### src/rtl/seg_scan_display.sv
// Time-multiplexed 4-digit common-anode seven-segment driver.
// Latches packed BCD on load, scans digits round-robin, blanks leading zeros, registered active-low pins.
module seg_scan_display #(
    parameter int SCAN_DIV = 100000,
    parameter bit BLANK_LZ = 1'b1
) (
    input  logic        clk,
    input  logic        rst,
    input  logic [15:0] bcd_in,
    input  logic        load,
    input  logic [3:0]  dp_in,
    input  logic        blank,
    output logic [3:0]  an,
    output logic [6:0]  seg,
    output logic        dp
);

    localparam int PW = (SCAN_DIV > 1) ? $clog2(SCAN_DIV) : 1;
    localparam logic [PW-1:0] PCNT_MAX = PW'(SCAN_DIV - 1);

    localparam logic [3:0] AN_OFF  = 4'hF;
    localparam logic [6:0] SEG_OFF = 7'h7F;
    localparam logic [6:0] SEG_BAD = 7'h3F;

    logic [PW-1:0] pcnt;
    logic [1:0]    idx;
    logic [15:0]   disp;
    logic [3:0]    dpr;

    logic          lz3;
    logic          lz2;
    logic          lz1;
    logic [3:0]    supp;
    logic [3:0]    cur_digit;
    logic [6:0]    cur_seg;

    // Active-low {g,f,e,d,c,b,a}; non-BCD nibbles render as a dash.
    function automatic logic [6:0] seg_decode(input logic [3:0] d);
        // NOTE: the default arm covers every unlisted value, so no latch can be inferred.
        case (d)
            4'd0:    seg_decode = 7'h40;
            4'd1:    seg_decode = 7'h79;
            4'd2:    seg_decode = 7'h24;
            4'd3:    seg_decode = 7'h30;
            4'd4:    seg_decode = 7'h19;
            4'd5:    seg_decode = 7'h12;
            4'd6:    seg_decode = 7'h02;
            4'd7:    seg_decode = 7'h78;
            4'd8:    seg_decode = 7'h00;
            4'd9:    seg_decode = 7'h10;
            default: seg_decode = SEG_BAD;
        endcase
    endfunction

    // Prescaler and digit index; idx advances on the last count of each dwell.
    always_ff @(posedge clk) begin
        // NOTE: non-blocking assignments keep every register sampling pre-edge values.
        if (rst) begin
            pcnt <= '0;
            idx  <= 2'd0;
        end else if (pcnt == PCNT_MAX) begin
            pcnt <= '0;
            idx  <= idx + 2'd1;
        end else begin
            pcnt <= pcnt + PW'(1);
        end
    end

    always_ff @(posedge clk) begin
        if (rst) begin
            disp <= 16'h0000;
            dpr  <= 4'h0;
        end else if (load) begin
            disp <= bcd_in;
            dpr  <= dp_in;
        end
    end

    // A digit is suppressed only while it and every digit above it are zero with no dp lit.
    assign lz3  = BLANK_LZ && (disp[15:12] == 4'd0) && !dpr[3];
    assign lz2  = lz3 && (disp[11:8] == 4'd0) && !dpr[2];
    assign lz1  = lz2 && (disp[7:4] == 4'd0) && !dpr[1];
    assign supp = {lz3, lz2, lz1, 1'b0};

    assign cur_digit = disp[{idx, 2'b00} +: 4];
    assign cur_seg   = seg_decode(cur_digit);

    always_ff @(posedge clk) begin
        if (rst) begin
            an  <= AN_OFF;
            seg <= SEG_OFF;
            dp  <= 1'b1;
        end else if (blank || supp[idx]) begin
            an  <= AN_OFF;
            seg <= SEG_OFF;
            dp  <= 1'b1;
        end else begin
            an  <= ~(4'b0001 << idx);
            seg <= cur_seg;
            dp  <= ~dpr[idx];
        end
    end

endmodule

### config.mk
export PLATFORM = sky130hd
export DESIGN_NAME = seg_scan_display
export DESIGN_NICKNAME = d
export VERILOG_FILES = /design/src/rtl/seg_scan_display.sv
export SDC_FILE = /design/constraint.sdc
export NUM_CORES = 1
export LEC_CHECK = 0
export ABC_AREA = 1
export BUFFER_PORTS_ARGS = -buffer_cell sky130_fd_sc_hd__buf_2
export CAP_MARGIN = 30
export CORE_ASPECT_RATIO = 0.6
export CORE_MARGIN = 2
export CORE_UTILIZATION = 35
export CTS_BUF_LIST = sky130_fd_sc_hd__clkbuf_16
export DETAILED_ROUTE_END_ITERATION = 12
export PLACE_DENSITY = 0.65
export SLEW_MARGIN = 0
export SYNTH_ARGS = -nofsm -noshare
export SYNTH_HDL_FRONTEND = slang
export SYNTH_SLANG_ARGS = --single-unit
### constraint.sdc
create_clock -name clk -period 4.1 [get_ports clk]
set_input_delay 0.615 -clock clk [delete_from_list [all_inputs] [get_ports clk]]
set_output_delay 0.615 -clock clk [all_outputs]
set_load 0.02 [all_outputs]
## Yosys cells after proc, flatten, opt, wreduce, memory -nomap -nowiden

Memory sizes are Yosys's and may differ from the RTL's. A register that Yosys moved wholly into a read port is not among the register bits.
Cells that the tools add are included.

| storage, ports and cells | value |
|---|---|
| bits in read-only memories | 112 |
| memories | 1 |
| input bits | 24 |
| bits in registers | 44 |

| cells by class | value |
|---|---|
| equality and inequality tests | 1 |
| bitwise operators | 2 |
| add/sub/neg operators | 2 |
| muxes and demuxes | 4 |
| shift-type cells | 2 |
| $lt $le $gt $ge | 1 |
| reductions and logical operators | 14 |

Memories:

| memory | words | width | read ports | clocked after memory_dff | wr ports | line | text |
|---|---|---|---|---|---|---|---|
| (no name shown) | 16 | 7 | 1 | 1 | 0 | 40 | `case (d)` |

Operators by type and width:

| operator | count |
|---|---|
| $add A17 B1 Y17 const B | 1 |
| $eq A17 B17 Y1 const B | 1 |
| $shiftx A16 B5 Y4 | 1 |
| $logic_not A4 Y1 | 3 |
| $logic_and A1 B1 Y1 | 5 |
| $bmux W1 S2 | 2 |
| $not A4 Y4 | 1 |
| $reduce_or A2 Y1 | 2 |
| $shl A1 B2 Y4 const A | 1 |
| $logic_not A1 Y1 | 3 |
| $lt A2 B3 Y1 const B | 1 |
| $add A2 B1 Y2 const B | 1 |
| $mux W1 | 2 |
| $logic_or A1 B1 Y1 | 1 |
| $not A1 Y1 | 1 |

## Depth between registers and ports, before layout

| depth | value |
|---|---|
| depth after elaboration | 10 |
| depth in mapped cells | 10 |
| mapped depth without buffers | 10 |

## Least setup slack after synthesis

OpenSTA, ideal clock, no wires.

| path | value |
|---|---|
| path type | flip-flop to flip-flop |
| from | register idx[0] |
| to | register seg[3] |
| data required time | 3967 ps |
| stages on the path, launching flop included | 9 |
| setup time | 133 ps |
| data arrival time | 1388 ps |
| path buffers | 1 |
| path slack | 2579 ps |
| path through | dfxtp_1 buf_2 nand2_1 nand3_1 nand2_1 ha_1 nand3_1 nand3_1 nand4_1 |

| between the ends | value |
|---|---|
| word-level cells in the longest chain between the ends | 4 |
| elaborated cells between the ends (all ways) | 5 |
| classes of those cells | shift (1); mux (2); reduce/logical (2) |

Ends and longest elaborated chain:

| item | line | text |
|---|---|---|
| from (decl) | 26 | `logic [1:0] idx;` |
| from (signal assigned) | 63 | `idx <= idx + 2'd1;` |
| $bmux W1 S2 | 93 | `end else if (blank \|\| supp[idx]) begin` |
| $mux W1 (implied by the code) | 93 |  |
| $logic_or A1 B1 Y1 | 93 |  |
| $reduce_or A2 Y1 (no source line) | -- |  |
| to (decl) | 14 | `output logic [6:0] seg,` |

Several ways; a longest one is shown, not always the timed one. The select of a mux whose other input is x is not followed.
A chain may end at the register's enable or synchronous reset.

## Worst setup path in the final report

Ends and elaborated chain as after synthesis.

==> metrics.md <==
| Metric | Value |
|---|---|
| Status | `finished clean` |
| Asr flop ratio synth | `0%` |
| Number of diodes | `0` |
| Leak pwr | `1.14 nW` |
| Syn_nets | `365` |
| Max rail drop VDD | `166 uV` |
| First-pass GRT wire length | `9270 um` |
| CTS resizes | `0` |
| Crit path kind | `reg2reg` |
| Max clock buf depth | `2` |
| Hold Fails Final Rpt | `0` |
| Number of flops mapped to enable cells by yosys | `0` |
| Clock sinks | `51` |
| GRT Max-Usage Layer | `met1` |
| Max Cap Viol | `0` |
| Worst Clk Skew | `0.00686 ns` |
| Fin crit period | `between 2 and 2.5 ns` |
| Core Region | `0.00662 sq mm` |
| Syn avg cell area | `7.20 sq um` |
| Reg2reg end | `seg[3]$_SDFF_PP1_` |
| DRC violations left | `0` |
| Fill count | `709` |
| Critical Path End Type | `flop` |
| Layout cells sized above 1 | `15.5%` |
| Post-CTS Setup Inserts | `0` |
| Largest area contributor in the netlist | `dfxtp_1` |
| Clk_lat worst skew | `about 0.28 ns` |
| Met3 Use GR | `4.16%` |
| Fin area | `approximately 0.0028 sq mm` |
| Commonest cells post-synth | `nand2_1 (65), nor2_1 (62), dfxtp_1 (51)` |
| GRT Residual Overflow | `0` |
| Detailed placer's ending HPWL | `between 4000 and 5000 um` |
| Worst Tran Pin Value | `0.649 ns` |
| Critical Path Start Type | `flop` |
| FF-to-FF setup slack | `2.06 ns` |
| Post-synthesis sequential area ratio | `a little over two fifths` |
| Clk slew on worst S/H paths | `0.06 ns` |
| Die Ht | `67.9 um` |
| Post-Syn Instances | `about 330` |
| Nets | `400` |
| R2R Path Start | `idx[0]$_SDFFE_PP0P_` |
| 1st-iter DRT viols | `183` |
| GR Util met1 | `about a quarter` |
| HP Start | `pcnt[0]$_SDFF_PP0_` |
| Number of synthesized register bits | `just over 50` |
| Critical Path Fanout Max | `17` |
| Netlist Area Pre-Place | `0.00238 sq mm` |
| Root Driver | `clkbuf_16` |
| Max Freq | `around 500 MHz` |
| Placer Congestion | `roughly 0.93` |
| Detail Route Antenna Nets | `0` |
| P&R area growth vs syn | `17.5%` |
| Crit share post-route | `49.8%` |
| Synth area leaders | `dfxtp_1 (43%), nand2_1 (10%), nor2_1 (9.8%)` |
| Total CTS buffers | `5` |
| Die width | `between 100 and 150 um` |
| Worst reg2reg path depth | `9` |
| Worst setup path start | `idx[0]$_SDFFE_PP0P_` |
| Largest net degree at the start of global routing | `28` |
| Yosys top cell area share | `42.9%` |
| # rows | `23` |
| Most common cell in the synthesized netlist | `nand2_1` |
| DP Area | `0.00263 sq mm` |
| Post-DR wirelength/cell | `12.1 um` |
| Crit path required time | `4.25 ns` |
| PD cells | `388 mW/mm^2` |
| Die area | `approximately 0.0075 sq mm` |
| CTS HTree Levels | `2` |
| Final wirelength | `5510 um` |
| Fin. max-slew vios | `0` |
| Final setup fails | `0` |
| DRT Pass-1 Iters | `6` |
| IO Port Bufs | `35` |
| Initial core utilization | `a little over a third` |
| RSZ-0062 raised after global routing | `false` |
| Setup TNS | `0 ns` |
| Max transition margin | `about 56%` |
| Hold depth | `1` |
| Vias per inst | `4.82` |
| Hold worst-path end | `pcnt[0]$_SDFF_PP0_` |
| Post-CTS Hold Fix Bufs | `0` |
| Ys flop type | `dfxtp_1` |
| Vias | `around 2200` |
| Met2 usage | `20.9%` |
| Synth warnings | `0` |
| Synth cell types | `25` |
| CP Data Arrival Time | `approximately 2.2 ns` |
| Worst Hold Class | `reg2reg` |
| I/O pin cnt | `36` |
| Total GRT Usage | `approximately 15%` |
| Initial antenna violation count | `0` |
| Vias in the first global route | `1916` |
| CTS tree | `done` |
==> state kept, by name, indices dropped and copies added (netlist names) <==
register	count
disp	16
idx	2
dp	1
an	4
dpr	4
pcnt	17
seg	7
==> stage by stage <==
stage | instances | total power, W | hold WS, ns | setup WS (ns) | utilization (%)
2_1_floorplan | 331 | 0.000603 | 0.417 | 2.58 | -
3_3_place_gp | 446 | 0.000634 | 0.431 | 2.13 | 39.8
3_5_place_dp | 446 | 0.000636 | 0.437 | 2.08 | 39.8
4_1_cts | 454 | 0.00110 | 0.452 | 2.06 | 42.3
5_1_grt | 454 | 0.00114 | 0.465 | 1.79 | 42.3
6_report | 454 | 0.00109 | 0.448 | 2.06 | 42.3
==> cell usage in the layout (no fill, tap or decap), drive strengths merged <==
| cell | count |
|---|---|
| nor3 | 5 |
| nand2 | 67 |
| bufinv | 1 |
| o21ai | 27 |
| or2 | 3 |
| nor2 | 64 |
| nand3 | 29 |
| xor2 | 2 |
| dfxtp | 51 |
| clkbuf | 5 |
| nand3b | 2 |
| clkinv | 3 |
| xnor2 | 3 |
| buf | 35 |
| nand4 | 12 |
| a21oi | 17 |
| ha | 10 |
| inv | 31 |
==> worst max-delay path, stage by stage, from the launching register on <==
cell,delay [ns]
dfxtp_1,0.69
inv_2,0.22
nand2_1,0.12
nand3_1,0.07
nand2_1,0.16
inv_1,0.10
ha_1,0.28
nand3_1,0.09
nand3_1,0.09
nand4_1,0.08
==> kinds of logic after synthesis <==
group / after synthesis / synth area share, %
AND/OR/NAND/NOR: 182 / 33.8
AO/OA/AOI/OAI: 44 / 9.72
flip-flops: 51 / 42.9
buffers and inverters: 39 / 6.51
adder cells (fa/ha/maj): 10 / 5.25
XOR/XNOR: 5 / 1.84
==> layout make-up <==
type,instances,area (sq um),area share (%)
multi-input cells,241,1210,43.1
flip-flops and latches,51,1020,36.5
repair buffers,35,175,6.26
clock buffers,5,125,4.47
inverters,32,120,4.29
well taps,87,109,3.89
clock inverters,3,43.8,1.56
==> report_power, final <==
part / total (W) / switching (W) / internal, W
clock network: 0.000460 / 0.000173 / 0.000288
logic: 0.0000950 / 0.0000592 / 0.0000358
registers: 0.000531 / 0.0000135 / 0.000517
total: 0.00109 / 0.000246 / 0.000841
==> worst max-delay path by stage <==
stage	end	depth (start not counted)
after floorplan	seg[3]$_SDFF_PP1_	8
after global placement	seg[3]$_SDFF_PP1_	9
after detailed placement	seg[3]$_SDFF_PP1_	9
after CTS	seg[3]$_SDFF_PP1_	9
after global routing	seg[3]$_SDFF_PP1_	9
final	seg[3]$_SDFF_PP1_	9
==> metal layers <==
layer / vias up / wire (um) / share of wire (%)
met2: 70 / 2030 / 37
met5: - / 0 / 0
met1: 974 / 3100 / 56
met4: 0 / 24 / 0.44
met3: 2 / 356 / 6.5
li1: 1141 / - / -
No activity file was read; power rests on OpenSTA's default activity.
